## src/rtl/branch_target_buffer.sv

```systemverilog
// Direct-mapped branch target buffer with 2-bit saturating direction counters.
// Combinational lookup for fetch, trained by execute, invalidated by a per-entry sweep.
module branch_target_buffer #(
  parameter int unsigned XLEN    = 32,
  parameter int unsigned ENTRIES = 64
) (
  input  logic            clk_i,
  input  logic            rst_i,
  input  logic [XLEN-1:0] pc_i,
  output logic            hit_o,
  output logic [XLEN-1:0] target_o,
  input  logic            upd_valid_i,
  input  logic [XLEN-1:0] upd_pc_i,
  input  logic            upd_taken_i,
  input  logic [XLEN-1:0] upd_target_i,
  input  logic            flush_i,
  output logic            busy_o
);

  localparam int unsigned IDX  = $clog2(ENTRIES);
  localparam int unsigned TAGW = XLEN - IDX - 1;
  localparam logic [IDX:0] CLR_LAST = (IDX+1)'(ENTRIES - 1);

  typedef enum logic {IDLE, CLEAR} state_t;

  state_t          state_q, state_d;
  logic [IDX:0]    clr_idx_q, clr_idx_d;

  logic [ENTRIES-1:0] valid_q;
  logic [TAGW-1:0]    tag_q    [ENTRIES];
  logic [XLEN-1:0]    target_q [ENTRIES];
  logic [1:0]         ctr_q    [ENTRIES];

  logic [IDX-1:0]  look_idx;
  logic [TAGW-1:0] look_tag;
  logic [IDX-1:0]  upd_idx;
  logic [TAGW-1:0] upd_tag;
  logic            upd_en;
  logic            upd_match;
  logic            unused_pc_lsb;

  // Bit 0 of a PC never selects anything: halfword-aligned instructions.
  assign unused_pc_lsb = ^{pc_i[0], upd_pc_i[0]};

  assign look_idx = pc_i[IDX:1];
  assign look_tag = pc_i[XLEN-1:IDX+1];
  assign upd_idx  = upd_pc_i[IDX:1];
  assign upd_tag  = upd_pc_i[XLEN-1:IDX+1];

  assign busy_o   = (state_q == CLEAR);
  assign hit_o    = (state_q == IDLE) && valid_q[look_idx] &&
                    (tag_q[look_idx] == look_tag) && ctr_q[look_idx][1];
  assign target_o = target_q[look_idx];

  // Flush wins over a same-cycle update; updates are ignored while sweeping.
  assign upd_en    = upd_valid_i && (state_q == IDLE) && !flush_i && !rst_i;
  assign upd_match = valid_q[upd_idx] && (tag_q[upd_idx] == upd_tag);

  always_ff @(posedge clk_i) begin
    if (rst_i) begin
      state_q   <= IDLE;
      clr_idx_q <= '0;
    end else begin
      state_q   <= state_d;
      clr_idx_q <= clr_idx_d;
    end
  end

  always_comb begin
    state_d   = state_q;
    clr_idx_d = clr_idx_q;
    case (state_q)
      IDLE: begin
        if (flush_i) begin
          state_d   = CLEAR;
          clr_idx_d = '0;
        end
      end
      CLEAR: begin
        if (flush_i) begin
          clr_idx_d = '0;
        end else if (clr_idx_q == CLR_LAST) begin
          state_d   = IDLE;
          clr_idx_d = '0;
        end else begin
          clr_idx_d = clr_idx_q + (IDX+1)'(1);
        end
      end
      default: begin
        state_d   = IDLE;
        clr_idx_d = '0;
      end
    endcase
  end

  always_ff @(posedge clk_i) begin
    if (rst_i) begin
      valid_q <= '0;
    end else begin
      if (state_q == CLEAR) begin
        valid_q[clr_idx_q[IDX-1:0]] <= 1'b0;
      end
      if (upd_en && !upd_match && upd_taken_i) begin
        valid_q[upd_idx] <= 1'b1;
      end
    end
  end

  // Payload arrays carry no reset; valid gates every use of them.
  always_ff @(posedge clk_i) begin
    if (upd_en) begin
      if (upd_match) begin
        if (upd_taken_i) begin
          ctr_q[upd_idx]    <= (ctr_q[upd_idx] == 2'b11) ? 2'b11 : ctr_q[upd_idx] + 2'd1;
          target_q[upd_idx] <= upd_target_i;
        end else begin
          ctr_q[upd_idx]    <= (ctr_q[upd_idx] == 2'b00) ? 2'b00 : ctr_q[upd_idx] - 2'd1;
        end
      end else if (upd_taken_i) begin
        tag_q[upd_idx]    <= upd_tag;
        target_q[upd_idx] <= upd_target_i;
        ctr_q[upd_idx]    <= 2'b10;
      end
    end
  end

endmodule
```

## config.mk

```make
export PLATFORM = sky130hd
export DESIGN_NAME = branch_target_buffer
export DESIGN_NICKNAME = d
export VERILOG_FILES = /design/src/rtl/branch_target_buffer.sv
export SDC_FILE = /design/constraint.sdc
export NUM_CORES = 2
export LEC_CHECK = 0
export CORE_UTILIZATION = 50
export CTS_CLUSTER_SIZE = 20
export DETAILED_ROUTE_END_ITERATION = 6
export PLACE_DENSITY = 0.66
export SYNTH_ARGS = -nofsm -noshare
export SYNTH_HDL_FRONTEND = slang
export SYNTH_SLANG_ARGS = --single-unit
```

## constraint.sdc

```tcl
create_clock -name clk_i -period 16.8 [get_ports clk_i]
set_input_delay 1.68 -clock clk_i [delete_from_list [all_inputs] [get_ports clk_i]]
set_output_delay 1.68 -clock clk_i [all_outputs]
set_load 0.01 [all_outputs]
```

# [Word-level counts from Yosys, hierarchy flattened]
# Memory sizes are Yosys's and may differ from the RTL's.
# Index checks and enable logic that the tools add are counted.
[totals] regBits=72 latchBits=0 mem_bits_rw=3776 romBits=0 out_inout_bits=34 word_cells=76 memories=3
[mem_list] memory="target_q" words=64 word_bits=32 read_ports=1 rd_clocked_by_memory_dff=0 wr=1 line_no="31" text="logic [XLEN-1:0] target_q [ENTRIES];"
[mem_list] memory="tag_q" words=64 word_bits=25 read_ports=2 rd_clocked_by_memory_dff=0 wr=1 line_no="30" text="logic [TAGW-1:0] tag_q [ENTRIES];"
[mem_list] memory="ctr_q" words=64 word_bits=2 read_ports=2 rd_clocked_by_memory_dff=0 wr=1 line_no="32" text="logic [1:0] ctr_q [ENTRIES];"
[op_classes] addsub=3 mul=0 n_div=0 order_cmp=5 eq_ne=5 shifts=0 mux=35 n_bitwise=7 n_reduce_logical=15
[ops] cell="$mux W64" n=3
[ops] cell="$and A64 B64 Y64" n=1
[ops] cell="$not A64 Y64" n=1
[ops] cell="$or A64 B64 Y64" n=1
[ops] cell="$eq A25 B25 Y1" n=2
[ops] cell="$mux W32" n=1
[ops] cell="$lt A6 B7 Y1 const B" n=3
[ops] cell="$mux W7" n=3
[ops] cell="$mux W1" n=18
[ops] cell="$pmux W7 S2" n=1
[ops] cell="$bmux W1 S6" n=2
[ops] cell="$demux W1 S6" n=2
[ops] cell="$ge A6 B1 Y1 const B" n=2
[ops] cell="$logic_and A1 B1 Y1" n=11
[ops] cell="$mux W2" n=4
[ops] cell="$add A7 B1 Y7 const B" n=1
[ops] cell="$eq A7 B6 Y1 const B" n=1
[ops] cell="$logic_not A1 Y1" n=3
[ops] cell="$or A1 B1 Y1" n=3
[ops] cell="$add A2 B1 Y2 const B" n=1
[ops] cell="$eq A2 B2 Y1 const B" n=1
[ops] cell="$logic_not A2 Y1" n=1
[ops] cell="$ne A2 B2 Y1 const B" n=1
[ops] cell="$pmux W1 S2" n=1
[ops] cell="2 further kinds" n=2

# [Longest topological paths before layout]
[logic_depth] ltp_word=10 ltp_mapped=20 mapped_depth_nobuf=10

# [Worst setup path after synthesis]
# OpenSTA, ideal clock, no wires.
[synth_timing] path_kind="input to register" start="input upd_pc_i[3]" end="memory ctr_q[0][1], data pin" setup_ps=681 arrival_time_ps=6740 path_slack_ps=9379 cell_stages=18 path_buffers=9 cell_sequence="buf_2 buf_6 buf_6 buf_6 buf_6 buf_4 buf_4 buf_2 buf_4 mux2i_1 o22ai_1 a221o_1 nor3_1 a311o_1 a31oi_1 a211oi_1 and4_1 nor3_1"
[synth_via] elab_chain_len=8
[synth_lines] item="from (decl)" line_no="13" text="input logic [XLEN-1:0] upd_pc_i,"
[synth_lines] item="$mem_v2 Z64 W25 or $bmux W1 S6 (tied branches)"
[synth_lines] item="$eq A25 B25 Y1 or $mux W1 (tied branches)" line_no="57" text="assign upd_match = valid_q[upd_idx] && (tag_q[upd_idx] == upd_tag);"
[synth_lines] item="$logic_and A1 B1 Y1" line_no="57"
[synth_lines] item="$mux W1" line_no="112" text="if (upd_match) begin"
[synth_lines] item="$mux W1" line_no="111" text="if (upd_en) begin"
[synth_lines] item="$mux W1" line_no="117" text="ctr_q[upd_idx] <= (ctr_q[upd_idx] == 2'b00) ? 2'b00 : ctr_q[upd_idx] - 2'd1;"
[synth_lines] item="$mux W2 (no line)"
[synth_lines] item="$mux W2 (no line) (*)"
[synth_lines] item="to (decl)" line_no="32"
# Every way passes the cells marked *; elsewhere a longest branch is shown, timed or not. The select of a mux whose other input is x is not followed.

# [Final worst setup path]
[layout_timing] start="input pc_i[2]" end="output hit_o"
[layout_via] elab_chain_len=5
[layout_lines] item="from (decl)" line_no="9" text="input logic [XLEN-1:0] pc_i,"
[layout_lines] item="parallel branches: the longest is 4 deep, another holds $mem_v2 Z64 W25"
[layout_lines] item="$logic_and A1 B1 Y1 (*)" line_no="52" text="(tag_q[look_idx] == look_tag) && ctr_q[look_idx][1];"
[layout_lines] item="to (decl)" line_no="10" text="output logic hit_o,"
# Every way passes the cells marked *. The select of a mux whose other input is x is not followed.

==> results.py <==
metrics = {
    "power_and_ir_drop": {
        "ir_drop_uv": 90.3,
        "p_total_w": 0.0203,
        "p_leak_nw": 56.5,
        "p_per_area_nw_per_um2": 112,
    },
    "sta": {
        "drv_slew": 0,
        "fin_crit_ps": 10700,
        "fmax_mhz": 93.5,
        "setup_slack_ps": 6100,
        "worst_slew_pin_slew_ps": 1230,
        "finClkSkew_ps": 33.7,
        "setup_tns_ps": 0,
        "setup_violations": 0,
        "final_hold_viol_count": 0,
        "grt_setup_unrepaired": "no",
        "slew_headroom_pct": 17.5,
        "min_period_over_period_pct": 63.7,
    },
    "floorplan": {
        "start_util_pct": 50.3,
        "die-area_um2": 326000,
        "core_um2": 322000,
        "fp-row-count": 208,
        "die_y_um": 571,
        "die_w_um": 571,
        "io_pins": 135,
    },
    "clock_network": {
        "cts_buffer_depth": 4,
        "cts_buffers": 389,
        "cts_sinks": 3848,
        "cts_resized": 0,
        "cts-root-buf": "clkbuf_16",
        "cts_tree": "done",
        "insertion_delay_ps": 970,
        "clk_pin_slew_ps": 60,
        "h-tree-depth": 5,
        "post_cts_buffers": 0,
        "postCtsHoldBufs": 0,
    },
    "route": {
        "finalWirelength_mm": 502,
        "vias_per_cell": 7.11,
        "ant_nets": 0,
        "drt_iter0_drc": 13600,
        "drc": 0,
        "routedWlPerCell_um": 40.1,
        "vias": 89000,
        "drt_first_pass_iters": 6,
    },
    "grt": {
        "grt_first_pass_wirelength_mm": 691,
        "grt_pass1_vias": 88200,
        "overflow": 0,
        "grt_max_degree": 154,
        "antenna_found_initial": 34,
        "grt_usage_pct": 30.6,
    },
    "synth": {
        "synth_area_um2": 162000,
        "syn_area_per_cell_um2": 21.2,
        "yosys.area_share.simple_pct": 1.68,
        "yosysSeqAreaShare_pct": 70.9,
        "synth_top_family_by_area": "multiplexers",
        "ys.flop_type": "edfxtp_1",
        "synth.net_count": 7725,
        "post_synth_num_cell_types": 81,
        "synth_compound_area_share_pct": 4.04,
        "synthTopCellsByArea": "edfxtp_1 (70%), mux4_2 (19%), mux2i_1 (1.4%)",
        "ys_ff_latch": 3848,
        "syn_inst": 7623,
        "synth-edff-count": 3776,
        "synthXorXnorAreaFrac_pct": 0.270,
        "synth-adder-area-share_pct": 0.00773,
        "synth_top_cell_area_share_pct": 70.0,
        "yosys.area.top_type": "edfxtp_1",
        "ys_async_sr_fraction_pct": 0,
        "yosys-mux-area-fraction_pct": 21.4,
        "ys_warn_count": 0,
    },
    "setup_path": {
        "worst-path-buf-inv": 5,
        "crit_path_frequent_cell": "mux4_2",
        "cp_max_fo": 153,
        "crit_type": "input pin to output pin",
        "critPathCaptureType": "output pin",
        "cp_slowest_cell": "buf_4",
        "max_stage_delay_ps": 840,
        "path_cells": "buf_8 -> buf_4 -> buf_12 -> mux4_2 -> mux4_2 -> mux4_2 -> xnor2_1 -> nand4_1 -> nor4_1 -> buf_4 -> nand3_1 -> nor4_1 -> clkdlybuf4s50_1",
        "cp-start-kind": "input pin",
        "worstPathRequired_ps": 15120,
        "path_delay_family": "buffers and inverters",
        "crit_arrival_ps": 9020,
    },
    "placement": {
        "placed_area_um2": 169000,
        "place_congestion": 0.894,
        "port_buffers": 132,
        "post-place-ws_ps": 6020,
        "detailed_place_hpwl_mm": 267,
    },
    "job": {
        "maxCapViolCount": 0,
    },
    "layout": {
        "final_common_cell": "edfxtp_1",
        "drive_gt1_share_pct": 31.6,
        "mostFrequentLayoutCells": "edfxtp_1 (3776), mux4_2 (1392), clkbuf_16 (399), buf_4 (278), mux2i_1 (230)",
        "postLayoutCellArea_um2": 181000,
        "area_delta_synth_final_pct": 12.0,
        "nets": 7964,
    },
    "min_path": {
        "hold_class": "register to register",
    },
    "run_status": {
        "status": "complete, no violations",
    },
}
[path summary, 6_finish.rpt]
| check | start | to | slack [ps] | depth (start not counted) |
|---|---|---|---|---|
| hold / removal | clr_idx_q[6] | clr_idx_q[6] | 470 | 1 |
| setup reg to reg | tag_q[47][11] | tag_q[2][17] | 10080 | 12 |
| hold reg to reg | clr_idx_q[6] | clr_idx_q[6] | 470 | 1 |
| setup / recovery | pc_i[2] | hit_o | 6100 | 13 |
[through the flow]
stage	hold slack (ps)	util, %	instances
floorplan	440	-	7623
global placement	445	52.5	11800
detailed placement	458	52.5	11800
CTS	468	56.4	12500
global route	475	56.4	12500
finish	468	56.4	12500
[cell usage after synthesis, types with 67 or more instances]
cell / instances
nand2_1: 113
nor2_1: 145
a22oi_1: 144
o22ai_1: 138
mux2_2: 94
buf_1: 134
mux2i_1: 230
edfxtp_1: 3776
mux4_2: 1392
a221oi_1: 78
clkbuf_1: 280
o211a_1: 67
buf_2: 91
dfxtp_1: 72
o21ai_0: 164
[state kept, by name, indices dropped and copies added (netlist names)]
register,count
busy_o,1
clr_idx_q,7
ctr_q,128
valid_q,64
tag_q,1600
target_q,2048
[logic make-up after synthesis]
logic type                 Yosys count
DFF                               3848
muxes                             1718
AOI/OAI and AO/OA                  889
buffers and inverters              580
and+or+nand+nor                    537
xor gates and xnor gates            50
adders and majority gates            1
[cell type report]
cell class | instances | area (um2)
fillers | 23700 | 140000
repair buffers | 419 | 3330
diodes | 18 | 45.0
well taps | 4305 | 5390
clock inverters | 233 | 1990
clock buffers | 479 | 10300
inverters | 9 | 38.8
multi-input cells | 3195 | 45400
flip-flops and latches | 3848 | 115000
[per-layer routing]
metal / routed length [um] / global-route usage, % / up-vias / part of all wire [%]
li1: - / - / 33700 / -
met1: 176000 / 39.6 / 47400 / 35
met2: 239000 / 48.5 / 6314 / 48
met3: 53500 / 6.44 / 1507 / 11
met4: 33000 / 17.5 / 24 / 6.6
met5: 261 / 0 / - / 0.052
[report_power, final]
group | internal [W] | switching, W | leakage [nW] | total, W
clock | 0.00482 | 0.00366 | 6.03 | 0.00848
combinational | 0.000496 | 0.000782 | 16.0 | 0.00128
sequential | 0.0106 | 0.00000261 | 34.5 | 0.0106
total | 0.0159 | 0.00444 | 56.5 | 0.0203
(Power assumes the default switching activity.)
